[src/rtl/byte_serializer.sv]
// -----------------------------------------------------------------------------
// byte_serializer
//
// Bit-serial transmitter. A parallel word accepted on a valid/ready handshake
// is sent on a single line as: start bit (0), data LSB-first, optional even
// parity bit, stop bit (1). Every bit is held for CYCLES_PER_BIT clocks.
//
// Optional feature macro: BYTE_SERIALIZER_PARITY_EN
//   defined   -> a PARITY bit (XOR of the data bits) sits between data and stop
//   undefined -> no parity state or logic; stop follows the last data bit
//
// Parameters
//   WIDTH          data bits per frame (>= 1)
//   CYCLES_PER_BIT clocks per bit on the line (>= 1)
//
// Ports
//   clk       rising-edge clock
//   rst       synchronous, active-high reset
//   in_data   word to send, sampled only on the accept edge
//   in_valid  producer has a word
//   in_ready  serializer idle and able to accept (registered)
//   out       serial line, idles high (registered)
//   busy      frame in progress, always ~in_ready
//   done      one-cycle pulse in the first idle cycle after a stop bit
// -----------------------------------------------------------------------------
module byte_serializer #(
  parameter int WIDTH          = 8,
  parameter int CYCLES_PER_BIT = 4
) (
  input  logic             clk,
  input  logic             rst,
  input  logic [WIDTH-1:0] in_data,
  input  logic             in_valid,
  output logic             in_ready,
  output logic             out,
  output logic             busy,
  output logic             done
);

  localparam int CNT_W = (CYCLES_PER_BIT > 1) ? $clog2(CYCLES_PER_BIT) : 1;
  localparam int BIT_W = (WIDTH > 1) ? $clog2(WIDTH) : 1;

  localparam logic [CNT_W-1:0] CYC_LAST = CNT_W'(CYCLES_PER_BIT - 1);
  localparam logic [CNT_W-1:0] CYC_ZERO = CNT_W'(0);
  localparam logic [CNT_W-1:0] CYC_ONE  = CNT_W'(1);
  localparam logic [BIT_W-1:0] BIT_LAST = BIT_W'(WIDTH - 1);
  localparam logic [BIT_W-1:0] BIT_ZERO = BIT_W'(0);
  localparam logic [BIT_W-1:0] BIT_ONE  = BIT_W'(1);

`ifdef BYTE_SERIALIZER_PARITY_EN
  typedef enum logic [2:0] {
    IDLE   = 3'd0,
    START  = 3'd1,
    DATA   = 3'd2,
    PARITY = 3'd3,
    STOP   = 3'd4
  } state_t;

  // Even parity over the captured word.
  function automatic logic even_parity(input logic [WIDTH-1:0] v);
    return ^v;
  endfunction
`else
  typedef enum logic [2:0] {
    IDLE   = 3'd0,
    START  = 3'd1,
    DATA   = 3'd2,
    STOP   = 3'd4
  } state_t;
`endif

  state_t           state_r, state_next_s;
  logic [CNT_W-1:0] cyc_r, cyc_next_s;
  logic [BIT_W-1:0] bit_r, bit_next_s;
  logic [WIDTH-1:0] shift_r, shift_next_s;
  logic             out_r, out_next_s;
  logic             ready_r, ready_next_s;
  logic             done_r, done_next_s;
  logic             last_cyc_s;
`ifdef BYTE_SERIALIZER_PARITY_EN
  logic             parity_r, parity_next_s;
`endif

  // State, counters, shift register and registered outputs.
  always_ff @(posedge clk) begin
    if (rst) begin
      state_r  <= IDLE;
      cyc_r    <= CYC_ZERO;
      bit_r    <= BIT_ZERO;
      shift_r  <= '0;
      out_r    <= 1'b1;
      ready_r  <= 1'b1;
      done_r   <= 1'b0;
`ifdef BYTE_SERIALIZER_PARITY_EN
      parity_r <= 1'b0;
`endif
    end else begin
      state_r  <= state_next_s;
      cyc_r    <= cyc_next_s;
      bit_r    <= bit_next_s;
      shift_r  <= shift_next_s;
      out_r    <= out_next_s;
      ready_r  <= ready_next_s;
      done_r   <= done_next_s;
`ifdef BYTE_SERIALIZER_PARITY_EN
      parity_r <= parity_next_s;
`endif
    end
  end

  // Next-state logic; out/in_ready/done are computed one cycle ahead so the
  // registered values line up with the state they describe.
  always_comb begin
    state_next_s  = state_r;
    cyc_next_s    = cyc_r;
    bit_next_s    = bit_r;
    shift_next_s  = shift_r;
    out_next_s    = out_r;
    ready_next_s  = 1'b0;
    done_next_s   = 1'b0;
`ifdef BYTE_SERIALIZER_PARITY_EN
    parity_next_s = parity_r;
`endif
    last_cyc_s    = (cyc_r == CYC_LAST);

    case (state_r)
      IDLE: begin
        out_next_s   = 1'b1;
        ready_next_s = 1'b1;
        if (in_valid && ready_r) begin
          state_next_s  = START;
          shift_next_s  = in_data;
          cyc_next_s    = CYC_ZERO;
          bit_next_s    = BIT_ZERO;
          out_next_s    = 1'b0;
          ready_next_s  = 1'b0;
`ifdef BYTE_SERIALIZER_PARITY_EN
          parity_next_s = even_parity(in_data);
`endif
        end else begin
          state_next_s = IDLE;
        end
      end

      START: begin
        if (last_cyc_s) begin
          // Shift register always presents the next data bit at bit 0.
          state_next_s = DATA;
          cyc_next_s   = CYC_ZERO;
          out_next_s   = shift_r[0];
          shift_next_s = shift_r >> 1;
        end else begin
          cyc_next_s = cyc_r + CYC_ONE;
        end
      end

      DATA: begin
        if (last_cyc_s) begin
          cyc_next_s = CYC_ZERO;
          if (bit_r == BIT_LAST) begin
`ifdef BYTE_SERIALIZER_PARITY_EN
            state_next_s = PARITY;
            out_next_s   = parity_r;
`else
            state_next_s = STOP;
            out_next_s   = 1'b1;
`endif
          end else begin
            bit_next_s   = bit_r + BIT_ONE;
            out_next_s   = shift_r[0];
            shift_next_s = shift_r >> 1;
          end
        end else begin
          cyc_next_s = cyc_r + CYC_ONE;
        end
      end

`ifdef BYTE_SERIALIZER_PARITY_EN
      PARITY: begin
        if (last_cyc_s) begin
          state_next_s = STOP;
          cyc_next_s   = CYC_ZERO;
          out_next_s   = 1'b1;
        end else begin
          cyc_next_s = cyc_r + CYC_ONE;
        end
      end
`endif

      STOP: begin
        if (last_cyc_s) begin
          state_next_s = IDLE;
          cyc_next_s   = CYC_ZERO;
          out_next_s   = 1'b1;
          ready_next_s = 1'b1;
          done_next_s  = 1'b1;
        end else begin
          cyc_next_s = cyc_r + CYC_ONE;
        end
      end

      default: begin
        state_next_s = IDLE;
        cyc_next_s   = CYC_ZERO;
        bit_next_s   = BIT_ZERO;
        out_next_s   = 1'b1;
        ready_next_s = 1'b1;
      end
    endcase
  end

  assign in_ready = ready_r;
  assign busy     = ~ready_r;
  assign out      = out_r;
  assign done     = done_r;

endmodule

[config.mk]
export PLATFORM = sky130hd
export DESIGN_NAME = byte_serializer
export DESIGN_NICKNAME = d
export VERILOG_FILES = /design/src/rtl/byte_serializer.sv
export SDC_FILE = /design/constraint.sdc
export NUM_CORES = 1
export LEC_CHECK = 0
export ABC_AREA = 1
export BUFFER_PORTS_ARGS = -buffer_cell sky130_fd_sc_hd__buf_2
export CAP_MARGIN = 20
export CORE_MARGIN = 5
export CORE_UTILIZATION = 40
export CTS_CLUSTER_SIZE = 40
export DETAILED_ROUTE_END_ITERATION = 16
export GPL_TIMING_DRIVEN = 0
export SYNTH_ARGS = -nofsm -noshare
export SYNTH_HDL_FRONTEND = slang
export SYNTH_SLANG_ARGS = --single-unit
[constraint.sdc]
create_clock -name clk -period 2.3 [get_ports clk]
set_clock_uncertainty 0.2 [all_clocks]
set_input_delay 0.23 -clock clk [delete_from_list [all_inputs] [get_ports clk]]
set_output_delay 0.23 -clock clk [all_outputs]
set_load 0.03 [all_outputs]
==> flow_summary.yaml, run 1 <==
run_status:
  outcome: "complete, no violations"
synthesis:
  synth_top_family_by_area: "simple AND/OR/NAND/NOR gates"
  yosys.area_share.simple_pct: 41.3
  synth_fp_nets: 174
  yosysSeqAreaShare_pct: 37.7
  synth_top_area_cell: "dfxtp_1"
  synth_cell_types: 19
  synth_compound_area_share_pct: 6.82
  syn_inst: 160
  synth_area_sq_um: 1010
  yosys_warnings: 0
  synth_top_area_share_pct: 37.7
  ys_top_cells_by_area: "dfxtp_1, nand2_1, nor2_1, inv_1, nand3_1"
  synthAdderAreaFrac_pct: 3.72
  ys_ff_latch: 19
  synth-xor-area-share_pct: 0
  synthMuxAreaShare_pct: 0
  syn_avg_cell_area_sq_um: 6.31
timing:
  slew_headroom_pct: 69.1
  fin_crit_sh_pct: 79.2
  setup_tns_ns: 0
  timing.final.hold_violations: 0
  worst_slack_ns: 0.477
  setup_viol_count_final: 0
  tightest_slew_ns: 0.464
  rsz0062_at_grt: "no"
  max_freq_ghz: 0.549
  slew_viol_final: 0
  fin_crit_ns: 1.82
critical_path:
  reg2reg_depth: 9
  r2r_slack_ns: 0.48
  reg2reg_to: "shift_r[3]$_SDFFE_PP0P_"
  start_kind: "flop"
  r2r-start: "cyc_r[0]$_SDFFE_PP0N_"
  required_ns: 2.31
  worstPathArrival_ns: 1.83
  worstPathMaxFanout: 10
  path_class: "flop to flop"
  critPathCaptureType: "flop"
die:
  num_rows: 18
  io_pins: 15
  start_util_pct: 41.1
  die-area_sq_um: 3630
  chipHeight_um: 60.2
  die_w_um: 60.2
  core_area_sq_um: 2450
global_route:
  grt_pass1_vias: 945
  grt_first_pass_wirelength_mm: 3.76
  grt-ovfl-total: 0
  use_met3_pct: 3.46
  top_usage_layer: "met2"
  grt_max_degree: 12
  use_met2_pct: 21.9
  use_met1_pct: 17.2
  antenna_found_initial: 0
  grt.total_usage_pct: 13.5
cts:
  cts_root_buf: "clkbuf_4"
  postCtsSetupRepairBufs: 0
  clk_pin_slew_ns: 0.12
  insertion_delay_ns: 0.30
  numCtsBuffers: 3
  clockBufferDepth: 2
  cts_max_level: 1
  cts_tree: "built"
  cts.sinks: 19
placed_design:
  dp_hpwl_mm: 1.58
  gp_congestion: 0.787
  port_buffers: 14
  dp_slack_ns: 0.480
  placed_cells: 204
finish:
  finalNetCount: 194
  stdcell_count: 209
  syn2layout_area_growth_pct: 14.4
  drive_above_1_share_pct: 14.5
  num_antenna_cells: 0
power_and_ir_drop:
  p_per_area_nw_per_um2: 643
  irDropWorstVdd_mv: 0.341
  p_leak_uw: 0.000642
drt:
  wl_mm: 2.04
  drt-wirelength-per-cell_um: 9.74
  drt_iter0_markers: 27
  dr.pass1.iters: 4
  routed_via_density: 4.72
  drc: 0
  vias: 987
  ant_nets: 0
min_path:
  holdPathStages: 3
  hold_class: "primary input to flop"
  hp-start: "in_valid"
  hold_path_end: "state_r[0]$_SDFFE_PP0P_"
run:
  cap_violations: 0
## worst max path at each step
stage	cells after the start	slack (ns)	to	from
finish	9	0.48	shift_r[3]$_SDFFE_PP0P_	cyc_r[0]$_SDFFE_PP0N_
global route	9	0.31	shift_r[4]$_SDFFE_PP0P_	cyc_r[0]$_SDFFE_PP0N_
CTS	9	0.47	shift_r[3]$_SDFFE_PP0P_	cyc_r[0]$_SDFFE_PP0N_
detailed placement	9	0.48	shift_r[3]$_SDFFE_PP0P_	cyc_r[0]$_SDFFE_PP0N_
global placement	9	0.50	shift_r[4]$_SDFFE_PP0P_	cyc_r[0]$_SDFFE_PP0N_
floorplan	9	0.70	shift_r[3]$_SDFFE_PP0P_	bit_r[0]$_SDFFE_PP0P_
## report_power, final
group | internal, uW | switching, uW
clock | 64.7 | 105
sequential | 364 | 21.0
combinational | 70.9 | 117
## kinds of logic after synthesis
family          Yosys count
compound gates           13
fa+ha+maj                 3
buf+inv                  26
flops                    19
simple gates             99
## timing repair
item / in CTS / in global routing
setup endpoints to repair: 0 / 0
hold endpoints to repair: 5 / 0
gates resized for setup: 0 / 0
hold buffers: 1 / 0
## metal layers
layer | wire (um) | vias to the layer above
met4 | 32 | 0
met3 | 98 | 4
li1 | - | 534
met5 | 0 | -
met2 | 911 | 20
met1 | 993 | 429
## area by class of cell
type | instances | area, sq um
fillers | 259 | 1300
multi-input cells | 115 | 523
flip-flops and latches | 19 | 380
inverters | 23 | 86.3
repair buffers | 15 | 80.1
well taps | 30 | 37.5
clock buffers | 3 | 22.5
plain buffers | 3 | 20.0
clock inverters | 1 | 5.00
## flip-flops by register name (all words and copies together) (netlist names)
register and flops:
bit_r 3, cyc_r 2, done 1, in_ready 1, out 1, shift_r 8
state_r 3
## cells in the final DEF, fill, tap and decap left out, types with 2 or more instances in the layout
cell      synthesis  final
clkbuf_4          0      3
dfxtp_1          19     19
buf_2             1     15
nor2_1           30     30
nand3_2           2      2
inv_1            21     21
a21oi_1           7      7
nand2_1          50     50
o21ai_0           5      5
ha_1              3      3
nand4_1           2      2
nand3_1          12     12
## cells in the mapped netlist
cell type / count
a21oi_1: 7
nand2_1: 50
o21ai_0: 5
nand3_2: 2
ha_1: 3
nand3_1: 12
inv_2: 1
clkinv_1: 1
clkbuf_1: 1
nand4_1: 2
nor2_1: 30
buf_2: 1
o2111ai_1: 1
nor2_4: 1
nand2_2: 1
nor2_2: 1
buf_6: 1
dfxtp_1: 19
inv_1: 21
## through the flow
stage                     area [sq um]  utilization, %  hold WS [ns]  power (uW)
after CTS                         1150            47.0       0.00902         755
after detailed placement          1120            45.5         0.243         580
after floorplan                   1010               -        0.0991         534
after global routing              1150            47.0        0.0108         804
final                             1150            47.0        0.0220         742
after global placement            1120            45.5         0.237         575
## critical path: stages (launching register included)
cell and delay, ns:
dfxtp_1 0.37, ha_1 0.26, inv_1 0.11, nand3_1 0.14, nand3_1 0.14, nor2_4 0.20, buf_6 0.17, nand2_1 0.05
nand2_1 0.05, nor2_1 0.04
(Power assumes the default switching activity.)
==> run 2, diff against run 1 <==
Clock period 2.3 ns to 1.6 ns, I/O delays scaled along.
==> run 2 against run 1 <==
Net effect: via count is 4.7% higher; critical path type is now primary input to flop; combinational power is 82% higher; count of clock-buffer cells in the layout stayed put; critical endpoint unchanged; first-iteration DRC count is 11% higher; total power is 56% higher; sequential cell count stayed put; critical path depth is 1 higher.
==> flow_summary.yaml, run 2 (synthesis results as in run 1) <==
run_status:
  outcome: "complete, no violations"
finish:
  finalNetCount: 205
  largest_reg_flops: 8
  top_regs: "shift_r (8), bit_r (3), state_r (3)"
  syn2layout_area_growth_pct: 37.2
  mostFrequentLayoutCells: "nand2_1, nor2_1, inv_1, buf_2, dfxtp_1"
  fin_area_sq_um: 1390
  largest-register: "shift_r"
  drive_above_1_share_pct: 31.6
  nFillCells: 242
  num_antenna_cells: 0
  final_common_cell: "nand2_1"
cts:
  numCtsBuffers: 3
  clk_pin_slew_ns: 0.12
  clockBufferDepth: 2
  cts_tree: "built"
  cts_max_level: 1
  cts.sinks: 19
  cts_root_buf: "clkbuf_4"
  insertion_delay_ns: 0.30
drt:
  wl_mm: 2.33
  wl_met1_mm: 1.11
  routed_via_density: 4.70
  dr.max_layer_used: "met4"
  ant_nets: 0
  dr.pass1.iters: 4
  wl_met2_mm: 1.11
  vias: 1033
  met3WireLength_um: 91
  drt_iter0_markers: 30
  drc: 0
  drt-wirelength-per-cell_um: 10.6
global_route:
  grt_pass1_vias: 981
  antenna_found_initial: 0
  grt_first_pass_wirelength_mm: 4.06
  grt-ovfl-total: 0
  grt_max_degree: 12
  grt.total_usage_pct: 14.4
run:
  cap_violations: 0
die:
  num_rows: 18
  chipHeight_um: 60.2
  start_util_pct: 41.1
  core_area_sq_um: 2450
  die_w_um: 60.2
  die-area_sq_um: 3630
  io_pins: 15
power_and_ir_drop:
  irDropWorstVdd_mv: 0.554
  p_leak_uw: 0.000718
  p_per_area_nw_per_um2: 835
critical_path:
  path_cells: "dlygate4sd3_1 -> buf_2 -> nand2_1 -> nand3_2 -> nand3_2 -> nor2_4 -> buf_6 -> nand2_1 -> nand2_1 -> nor2_1"
  critPathSlowestCell: "dlygate4sd3_1"
  slowest_delay_ns: 0.52
  critPathCaptureType: "flop"
  path_depth: 10
  crit_buf_inv: 3
  worstPathArrival_ns: 1.55
  reg2reg_depth: 9
  path_class: "primary input to flop"
  worstPathMaxFanout: 6
  r2r_slack_ns: 0.07
  crit_family: "buffers and inverters"
  required_ns: 1.62
  crit_top_cell: "nand2_1"
  start_kind: "primary input"
timing:
  setup_tns_ns: 0
  fin_crit_ns: 1.53
  timing.final.hold_violations: 0
  setup_viol_count_final: 0
  tightest_slew_ns: 0.233
  rsz0062_at_grt: "yes"
  fin_crit_sh_pct: 95.7
  max_freq_ghz: 0.653
  slew_headroom_pct: 84.5
  slew_viol_final: 0
min_path:
  hold_class: "primary input to flop"
  holdPathStages: 7
placed_design:
  gp_congestion: 0.791
  dpl_cell_area_sq_um: 1120
  dp_hpwl_mm: 1.56
  port_buffers: 14
run 2: metrics by stage:
stage / setup WS (ns) / utilization (%) / hold slack (ns) / total power, uW / instances
after floorplan: 0.00549 / - / 0.0291 / 770 / 160
after global placement: -0.173 / 45.7 / 0.222 / 829 / 204
after detailed placement: -0.189 / 45.7 / 0.229 / 835 / 204
after CTS: 0.00833 / 52.4 / 0.0469 / 1140 / 217
after global routing: -0.0421 / 56.4 / 0.0745 / 1250 / 220
final: 0.0687 / 56.4 / 0.0547 / 1160 / 220
run 2: final cells by class:
| cell class | instances | area, sq um | share of cell area, % |
|---|---|---|---|
| Multi-Input combinational cell | 115 | 641 | 46.3 |
| Sequential cell | 19 | 398 | 28.7 |
| Timing Repair Buffer | 26 | 171 | 12.4 |
| Inverter | 23 | 86.3 | 6.23 |
| Tap cell | 30 | 37.5 | 2.71 |
| Buffer | 3 | 23.8 | 1.72 |
| Clock buffer | 3 | 22.5 | 1.63 |
| Clock inverter | 1 | 5.00 | 0.361 |
run 2: path summary, 6_finish.rpt:
check | from | endpoint
setup / recovery | in_valid | shift_r[3]$_SDFFE_PP0P_
setup reg to reg | bit_r[0]$_SDFFE_PP0P_ | shift_r[3]$_SDFFE_PP0P_
hold reg to reg | out$_SDFFE_PP1P_ | out$_SDFFE_PP1P_
hold / removal | in_data[2] | shift_r[2]$_SDFFE_PP0P_
run 2: repair_timing:
item                                    in CTS  in global routing
endpoints found under the setup margin      12                 16
hold buffers                                 3                  0
gates resized for setup                     18                 26
gates cloned                                 1                  0
setup buffers                                5                  3
pin swaps                                    2                  5
endpoints found under the hold margin        7                  0
run 2: where the power goes:
| part | total (uW) | internal, uW | switching (uW) |
|---|---|---|---|
| sequential | 563 | 525 | 38.8 |
| combinational | 343 | 151 | 192 |
| clock | 250 | 93.0 | 157 |
run 2: tightest hold or removal path, cell delays in order:
cell and delay [ns]:
buf_2 0.09, nand3_1 0.07, nand2_1 0.05, inv_1 0.04
nand2_1 0.04, nand2_1 0.05, nor2_1 0.03
run 2: layer usage:
metal / up-vias / global-route usage, %
met2: 17 / 24.5
met4: 0 / 5.70
met3: 2 / 2.16
li1: 559 / -
met1: 455 / 18.1
met5: - / 0
